<file path="config.mk">
export PLATFORM = sky130hd
export DESIGN_NAME = bus_rr_scheduler_flat
export DESIGN_NICKNAME = d
export VERILOG_FILES = /design/src/rtl/bus_sched_pkg.sv /design/src/rtl/bus_rr_scheduler_if.sv /design/src/rtl/rr_arbiter.sv /design/src/rtl/bus_rr_scheduler.sv /design/src/flat_wrapper.sv
export SDC_FILE = /design/constraint.sdc
export NUM_CORES = 1
export LEC_CHECK = 0
export CAP_MARGIN = 20
export CORE_ASPECT_RATIO = 1.25
export CORE_UTILIZATION = 40
export DETAILED_ROUTE_END_ITERATION = 8
export DONT_BUFFER_PORTS = 1
export PLACE_DENSITY = 0.62
export SYNTH_ARGS = -nofsm -noshare
export SYNTH_HDL_FRONTEND = slang
export SYNTH_SLANG_ARGS = --single-unit
export TNS_END_PERCENT = 5
</file>
<file path="constraint.sdc">
create_clock -name clk -period 2.3 [get_ports clk]
set_clock_uncertainty 0.2 [all_clocks]
set_input_delay 0.46 -clock clk [delete_from_list [all_inputs] [get_ports clk]]
set_output_delay 0.46 -clock clk [all_outputs]
set_load 0.01 [all_outputs]
</file>
<file path="src/rtl/bus_sched_pkg.sv">
// Shared types and helpers for the round-robin packet bus scheduler.
package bus_sched_pkg;

  typedef enum logic [1:0] {IDLE, POP, PUSH} sched_state_t;

  localparam int unsigned ID_W = 8;

  // Up to 16 drivers; callers truncate to their own width.
  function automatic logic [15:0] onehot(input logic [3:0] idx);
    return 16'b1 << idx;
  endfunction

endpackage

</file>
<file path="src/rtl/bus_rr_scheduler_if.sv">
// Driver-FIFO side of the packet bus: pending/head data in, pop/push strobes out.
interface bus_rr_scheduler_if #(
  parameter int unsigned DRVRS   = 4,
  parameter int unsigned PCKG_SZ = 16
);
  logic [DRVRS-1:0]              pndng;
  logic [DRVRS-1:0][PCKG_SZ-1:0] D_pop;
  logic [DRVRS-1:0]              pop;
  logic [DRVRS-1:0]              push;
  logic [PCKG_SZ-1:0]            D_push;

  modport master (
    input  pndng, D_pop,
    output pop, push, D_push
  );

  modport slave (
    output pndng, D_pop,
    input  pop, push, D_push
  );
endinterface

</file>
<file path="src/rtl/rr_arbiter.sv">
// Combinational round-robin pick: first request searching upward from last_grant+1.
module rr_arbiter #(
  parameter int unsigned DRVRS = 4
) (
  input  logic [DRVRS-1:0]         req,
  input  logic [$clog2(DRVRS)-1:0] last_grant,
  output logic [$clog2(DRVRS)-1:0] pick,
  output logic                     valid
);
  localparam int unsigned IdxW = $clog2(DRVRS);

  logic [IdxW-1:0] idx;

  assign valid = |req;

  // Walk from the farthest offset down so the nearest requester wins.
  always_comb begin
    pick = '0;
    idx  = '0;
    for (int unsigned k = DRVRS; k > 0; k--) begin
      idx = IdxW'((32'(last_grant) + k) % DRVRS);
      if (req[idx]) pick = idx;
    end
  end
endmodule

</file>
<file path="src/rtl/bus_rr_scheduler.sv">
// Round-robin bus scheduler: pops one packet per grant and pushes it to its
// destination FIFO, or to every other FIFO on broadcast.
module bus_rr_scheduler
  import bus_sched_pkg::*;
#(
  parameter int unsigned     DRVRS     = 4,
  parameter int unsigned     PCKG_SZ   = 16,
  parameter int unsigned     DEST_W    = ID_W,
  parameter logic [DEST_W-1:0] BROADCAST = {DEST_W{1'b1}}
) (
  input  logic                     clk,
  input  logic                     reset,
  bus_rr_scheduler_if.master       bus,
  output logic                     busy,
  output logic [$clog2(DRVRS)-1:0] grant_id,
  output logic                     err_dest,
  output logic [15:0]              pkt_cnt
);
  localparam int unsigned IdxW = $clog2(DRVRS);

  sched_state_t       state_q, state_d;
  logic [DRVRS-1:0]   pop_q, pop_d;
  logic [DRVRS-1:0]   push_q, push_d;
  logic [PCKG_SZ-1:0] d_push_q, d_push_d;
  logic [PCKG_SZ-1:0] data_q, data_d;
  logic [IdxW-1:0]    grant_q, grant_d;
  logic [IdxW-1:0]    last_q, last_d;
  logic               err_q, err_d;
  logic [15:0]        cnt_q, cnt_d;

  logic [IdxW-1:0]    arb_pick;
  logic               arb_valid;
  logic [DEST_W-1:0]  dest;

  rr_arbiter #(
    .DRVRS(DRVRS)
  ) u_arb (
    .req       (bus.pndng),
    .last_grant(last_q),
    .pick      (arb_pick),
    .valid     (arb_valid)
  );

  always_comb begin
    state_d  = state_q;
    pop_d    = '0;
    push_d   = '0;
    err_d    = 1'b0;
    d_push_d = d_push_q;
    data_d   = data_q;
    grant_d  = grant_q;
    last_d   = last_q;
    cnt_d    = cnt_q;
    dest     = data_q[PCKG_SZ-1 -: DEST_W];
    unique case (state_q)
      IDLE: begin
        if (arb_valid) begin
          grant_d = arb_pick;
          data_d  = bus.D_pop[arb_pick];
          pop_d   = DRVRS'(onehot(4'(arb_pick)));
          state_d = POP;
        end
      end
      POP: begin
        if (dest == BROADCAST) begin
          push_d = {DRVRS{1'b1}} & ~DRVRS'(onehot(4'(grant_q)));
        end else if (32'(dest) < DRVRS && dest != DEST_W'(grant_q)) begin
          push_d = DRVRS'(onehot(dest[3:0]));
        end else begin
          err_d = 1'b1;
        end
        d_push_d = data_q;
        state_d  = PUSH;
      end
      PUSH: begin
        last_d = grant_q;
        // A broadcast counts once, a dropped packet not at all.
        if (|push_q) cnt_d = cnt_q + 16'd1;
        state_d = IDLE;
      end
      default: state_d = IDLE;
    endcase
  end

  always_ff @(posedge clk or posedge reset) begin
    if (reset) begin
      state_q  <= IDLE;
      pop_q    <= '0;
      push_q   <= '0;
      d_push_q <= '0;
      data_q   <= '0;
      grant_q  <= '0;
      last_q   <= IdxW'(DRVRS - 1);
      err_q    <= 1'b0;
      cnt_q    <= '0;
    end else begin
      state_q  <= state_d;
      pop_q    <= pop_d;
      push_q   <= push_d;
      d_push_q <= d_push_d;
      data_q   <= data_d;
      grant_q  <= grant_d;
      last_q   <= last_d;
      err_q    <= err_d;
      cnt_q    <= cnt_d;
    end
  end

  assign bus.pop    = pop_q;
  assign bus.push   = push_q;
  assign bus.D_push = d_push_q;
  assign busy       = (state_q != IDLE);
  assign grant_id   = grant_q;
  assign err_dest   = err_q;
  assign pkt_cnt    = cnt_q;
endmodule

</file>
<file path="src/flat_wrapper.sv">
// flat-port wrapper written by rule: the top's interface ports become plain ports
module bus_rr_scheduler_flat import bus_sched_pkg::*;
#(
  parameter int unsigned     DRVRS     = 4,
  parameter int unsigned     PCKG_SZ   = 16,
  parameter int unsigned     DEST_W    = ID_W,
  parameter logic [DEST_W-1:0] BROADCAST = {DEST_W{1'b1}}
)
  (clk, reset, busy, grant_id, err_dest, pkt_cnt, bus_pndng, bus_D_pop, bus_pop, bus_push, bus_D_push);
  bus_rr_scheduler_if #(.DRVRS(DRVRS), .PCKG_SZ(PCKG_SZ)) bus_i ();
  input  logic clk;
  input  logic reset;
  output logic busy;
  output logic [$clog2(DRVRS)-1:0] grant_id;
  output logic err_dest;
  output logic [15:0] pkt_cnt;
  input wire logic [$bits(bus_i.pndng)-1:0] bus_pndng;
  input wire logic [$bits(bus_i.D_pop)-1:0] bus_D_pop;
  output wire logic [$bits(bus_i.pop)-1:0] bus_pop;
  output wire logic [$bits(bus_i.push)-1:0] bus_push;
  output wire logic [$bits(bus_i.D_push)-1:0] bus_D_push;
  assign bus_i.pndng = bus_pndng;
  assign bus_i.D_pop = bus_D_pop;
  assign bus_pop = bus_i.pop;
  assign bus_push = bus_i.push;
  assign bus_D_push = bus_i.D_push;
  bus_rr_scheduler #(.DRVRS(DRVRS), .PCKG_SZ(PCKG_SZ), .DEST_W(DEST_W), .BROADCAST(BROADCAST)) u_core (.clk(clk), .reset(reset), .bus(bus_i), .busy(busy), .grant_id(grant_id), .err_dest(err_dest), .pkt_cnt(pkt_cnt));
endmodule
</file>
Word-level counts from Yosys, hierarchy flattened --
Cells that the tools add are included.
Storage, ports and cells: word-level logic and storage cells 60, register bits 63, output and inout port bits 44, input bits 70
Cells by class: bitwise operators 1, reduce and logical (&&, ||, !) cells 7, add/sub/neg operators 5, shifts and indexed selects 3, equal/unequal tests 5, muxes and demuxes 24, $lt $le $gt $ge 6
Operators by type and width (count):
- binary-select mux 16 bit (select 2 bit) | 1
- two-way mux 4 bit | 5
- adder 16 x 1 -> 16 bit, second input constant | 1
- two-way mux 16 bit | 1
- < comparator 2 x 3 -> 1 bit, second input constant | 5
- two-way mux 2 bit | 5
- binary-select mux 1 bit (select 2 bit) | 4
- == test 8 bit, second input constant | 1
- < comparator 8 x 3 -> 1 bit, second input constant | 1
- != test 8 x 2 -> 1 bit | 1
- OR reduction 4 bit | 2
- << shifter 1 x 2 -> 4 bit, first input constant | 2
- two-way mux 1 bit | 7
- adder 2 x 1 -> 2 bit, second input constant | 2
- adder 2 bit, second input constant | 2
- NOT 4 bit | 1
- one-hot mux 2 bit (2 select lines) | 1
- AND reduction 2 bit | 2
- << shifter 1 x 4 -> 4 bit, first input constant | 1
- == test 2 x 1 -> 1 bit, second input constant | 1
- == test 2 bit, second input constant | 1
- logical NOT 2 bit | 1
- != test 2 x 1 -> 1 bit, second input constant | 1
- nonzero test 2 bit | 1
- logical AND 1 bit | 1

Logic depth before layout (Yosys ltp) --
depth in word-level cells 10, mapped depth 7, mapped depth without buffers 5

Hierarchy --
From an unflattened synthesis, not the netlist that was laid out.
Second synthesis, totals: cells, all modules 252, area, all modules 3001.6 µm²
By module, submodules not included:
- bus_rr_scheduler | area each 2910.3 µm², cells an instance 238, times used 1, seq. area each 1579.0 µm²
- rr_arbiter | area each 91.3 µm², cells an instance 14, times used 1, seq. area each 0.0 µm²

Worst setup path after synthesis --
Ideal clock, no wire load.
path kind register to register, start point register u_core.last_q[1], end point register u_core.data_q[1], clock period less this slack 1.971 ns, required time 1.967 ns, setup time 0.133 ns, arrival 1.638 ns, stages on the path, launching flop included 7, path slack 0.329 ns, buffers on the path 1, path through dfstp_2 > inv_1 > o311ai_2 > nand2_2 > buf_4 > a211oi_2 > a211oi_2
Between the ends: longest elaborated chain between the ends 9, elaborated cells on any way between the ends 18, those cells by class add/sub (4); mux (14)
Ends and longest elaborated chain:
- from (decl) | line bus_rr_scheduler.sv:27 | logic [IdxW-1:0] last_q, last_d;
- from (signal assigned) | line bus_rr_scheduler.sv:93 | last_q <= IdxW'(DRVRS - 1);
- from (signal assigned) | line bus_rr_scheduler.sv:103 | last_q <= last_d;
- adder 2 x 1 -> 2 bit | line rr_arbiter.sv:21 | idx = IdxW'((32'(last_grant) + k) % DRVRS);
- binary-select mux 1 bit (select 2 bit) | line rr_arbiter.sv:22 | if (req[idx]) pick = idx;
- two-way mux 1 bit (implied by the code) | line rr_arbiter.sv:22
- two-way mux 2 bit (3 in a row) | line rr_arbiter.sv:22
- two-way mux 2 bit (*) | line rr_arbiter.sv:22
- binary-select mux 16 bit (select 2 bit) (*) | line bus_rr_scheduler.sv:59 | data_d = bus.D_pop[arb_pick];
- two-way mux 16 bit (implied by the code) (*) | line bus_rr_scheduler.sv:59
- to (signal assigned) | line bus_rr_scheduler.sv:101 | data_q <= data_d;
- to (decl) | line bus_rr_scheduler.sv:25 | logic [PCKG_SZ-1:0] data_q, data_d;
Mark *: on every way between the ends. The rest lies on a longest branch, timed or not. The select of a mux whose other input is x is not followed. A chain may end at the register's enable or synchronous reset.

Worst setup path after layout --
start point register u_core.last_q[1], end point register u_core.data_q[3]
The elaborated chain is that of the path after synthesis.

==> results.md <==
- Via count: 2205
- Clock Sinks: 63
- Reg-to-reg endpoint: u_core.data_q[3]
- Post-placement setup slack: 0.117 ns
- CP max-delay cell: dfstp_2
- Die ar.: 8490 um^2
- DRC Markers: 0
- Setup WS post-layout: 0.199 ns
- Antenna viol nets, final: 0
- Final TNS setup: 0 ns
- Worst reg2reg path startpoint: u_core.last_q[1]
- Ys Warns: 0
- TritonRoute pass-1 iters: 4
- First-pass GRT wire length: 11.2 mm
- WS Path Type: flop to flop
- Hold Path Sink: u_core.data_q[13]
- DR WL/cell: 17.7 um
- Row count: 36
- Num CTS Buffers: 9
- Largest net degree at the start of global routing: 34
- Slew Viols, Final: 0
- TritonCTS clock tree: built
- Core Region: 7840 um^2
- Placed insts: 382
- Vias/cell: 5.54
- WL met1: 2.97 mm
- Status: finished clean
- Post-synthesis cell area: 3250 um^2
- Top FF cell, synth: dfrtp_1
- Final core utilization: 46.4%
- Uppermost layer routed: met4
- Distinct cells, synth: 45
- Setup crit end kind: flop
- Power per cell area: 1310 nW/um^2
- Max incr delay on CP: 0.57 ns
- Min-Delay Path Depth: 2
- Post-synth EDFFs: 0
- Hold Fails Final Rpt: 0
- Mean Syn Cell Area: 11.1 um^2
- Final std cells w/o fill: 398
- Die height: 103 um
- Root Driver: clkbuf_8
- H-tree depth: 3
- Antenna violations before repair: 0
- Total congestion overflow: 0
- Register area share after synthesis: 48.6%
- Worst hold path startpoint: bus_D_pop[61]
- Synth async-reset ratio: 100%
- Max-cap violation count: 0
- Max Root-Sink Buffers: 2
- Leakage: 0.00158 uW
- Crit start category: flop
- Hold Crit Class: input pin to flop
- Reg-to-reg slack, setup: 0.20 ns
- Commonest non-fill, non-tap cell in the layout: dfrtp_1
- Commonest cells after routing, fill and taps aside: dfrtp_1, nor2_1, inv_1
- Cell Chain, Critical Path: inv_1 > o311ai_2 > nand2_4 > a211oi_2 > a211oi_2
- Worst EP required: 2.30 ns
- Diode count: 0
- Total GRT Usage: 18.1%
- Nets@finish: 370
- Detail Placement HPWL: 5.20 mm
- Met3 Wirelength: 597 um
- RSZ-0062 raised after global routing: false
- Post-CTS setup buffer count: 0
- Die Wd: 82.6 um
- DRT iter0 DRCs: 52
- Wire length on met2: 3.29 mm
- Worst R2R Path Depth: 5
- Num ports: 114
- Worst path most repeated cell: a211oi_2
- Vias in the first global route: 2225
- Drt total wl: 7.05 mm
- Syn nets: 364
- Final setup fails: 0
- Slew @ Worst Pin: 0.460 ns
- PortBufs: 0
- Synth Register Bits: 63
- Worst Path Arrival: 2.10 ns
- Slew headroom: 69.3%
- Clock-pin slew on the worst setup and hold paths: 0.07 ns
- Fmax: 476 MHz
- Syn-to-layout area delta: 11.9%
- Tcrit/Tclk final: 91.3%
- GP Congestion: 0.748
- Fraction of layout instances using a drive strength above 1: 24.4%
- Clock latency on the worst-skew pair: 0.33 ns
- Max rail drop VDD: 0.650 mV
- Critical Path Fanout Max: 17
- Fin crit period: 2.10 ns
- Post-Synthesis Cells: 293
- Fill cell count: 764
- Starting Density: 41.5%
## how the worst max path moves through the flow
stage | from | end | slack (ns)
2_1_floorplan | reset | u_core.bus.D_push[0] | 0.07
3_3_place_gp | u_core.last_q[1] | u_core.data_q[14] | 0.17
3_5_place_dp | u_core.last_q[1] | u_core.data_q[3] | 0.12
4_1_cts | u_core.last_q[1] | u_core.data_q[3] | 0.1
5_1_grt | u_core.last_q[1] | u_core.data_q[13] | 0.06
6_report | u_core.last_q[1] | u_core.data_q[3] | 0.20
## layout make-up
type	count	area, um^2	share of cell area, %
Sequential cell	63	1580	43.4
Multi-Input combinational cell	191	1480	40.7
Clock buffer	12	155	4.27
Timing Repair Buffer	12	130	3.58
Tap cell	95	119	3.27
Clock inverter	3	90.1	2.48
Inverter	22	82.6	2.27
## kinds of logic (layout without fill, tap and decap cells)
group	Yosys count	after routing	share of synthesized area (%)
muxes	33	33	10.8
and+or+nand+nor	77	77	12.5
DFF	63	63	48.6
xor gates and xnor gates	17	17	4.58
adders and majority gates	1	1	0.385
AOI/OAI and AO/OA	63	63	17.1
buffers and inverters	39	49	6.01
## power by group
group	internal (uW)	switching, uW	total [uW]
clock	774	405	1180
combinational	765	875	1640
sequential	1510	439	1950
total	3050	1720	4770
## synthesized netlist by cell type (2+ instances only)
| library cell | number | share of area [%] |
|---|---|---|
| nand4_1 | 5 | 0.96 |
| nand2b_1 | 2 | 0.38 |
| a211oi_2 | 18 | 6.9 |
| buf_12 | 2 | 1.2 |
| xor2_1 | 6 | 1.6 |
| nand3_1 | 7 | 1.1 |
| dfstp_2 | 2 | 1.6 |
| buf_4 | 2 | 0.46 |
| buf_1 | 2 | 0.23 |
| o21ai_4 | 2 | 1.0 |
| a31oi_1 | 17 | 3.3 |
| nor3_1 | 4 | 0.62 |
| nor2b_1 | 4 | 0.77 |
| a21oi_1 | 3 | 0.46 |
| nor2_1 | 31 | 3.6 |
| xnor2_1 | 11 | 3.0 |
| dfrtp_1 | 61 | 47 |
| clkbuf_1 | 9 | 1.0 |
| o21ai_0 | 3 | 0.46 |
| nand2_1 | 4 | 0.46 |
| mux2i_1 | 16 | 4.9 |
| and2_1 | 4 | 0.77 |
| and3_1 | 4 | 0.77 |
| mux2_2 | 17 | 5.9 |
| inv_1 | 22 | 2.5 |
| a211oi_1 | 16 | 3.7 |
## routing by layer
layer	vias up	GRT usage, %
met5	-	0
met4	0	9.68
met3	13	5.93
met2	92	29.0
met1	1049	21.4
li1	1051	-
## critical path: cells and delay by family (launching register included)
family          cells  cell delay, ns
compound gates      3            0.85
flops               1            0.57
buf+inv             1            0.10
simple gates        1            0.25
## metrics by stage
step | cell area, um^2 | total power [uW] | hold slack (ns)
floorplan | 3250 | 3250 | 0.281
global placement | 3380 | 3580 | 0.192
detailed placement | 3380 | 3630 | 0.193
CTS | 3630 | 4820 | 0.143
global route | 3640 | 5090 | 0.147
finish | 3640 | 4770 | 0.157
## flip-flops by register name, indices dropped and copies added, names as in the netlist, 2 cells and up
register	flops
u_core.state_q	2
u_core.bus.push	4
u_core.data_q	16
u_core.pkt_cnt	16
u_core.bus.pop	4
u_core.grant_id	2
u_core.last_q	2
u_core.bus.D_push	16
## timing repair
item,4_1_cts,5_1_grt
hold endpoints to repair,61,0
setup endpoints to repair,0,6
gates resized for setup,0,1
hold buffers,1,0
Note: power is estimated with default switching activity, not from simulation.
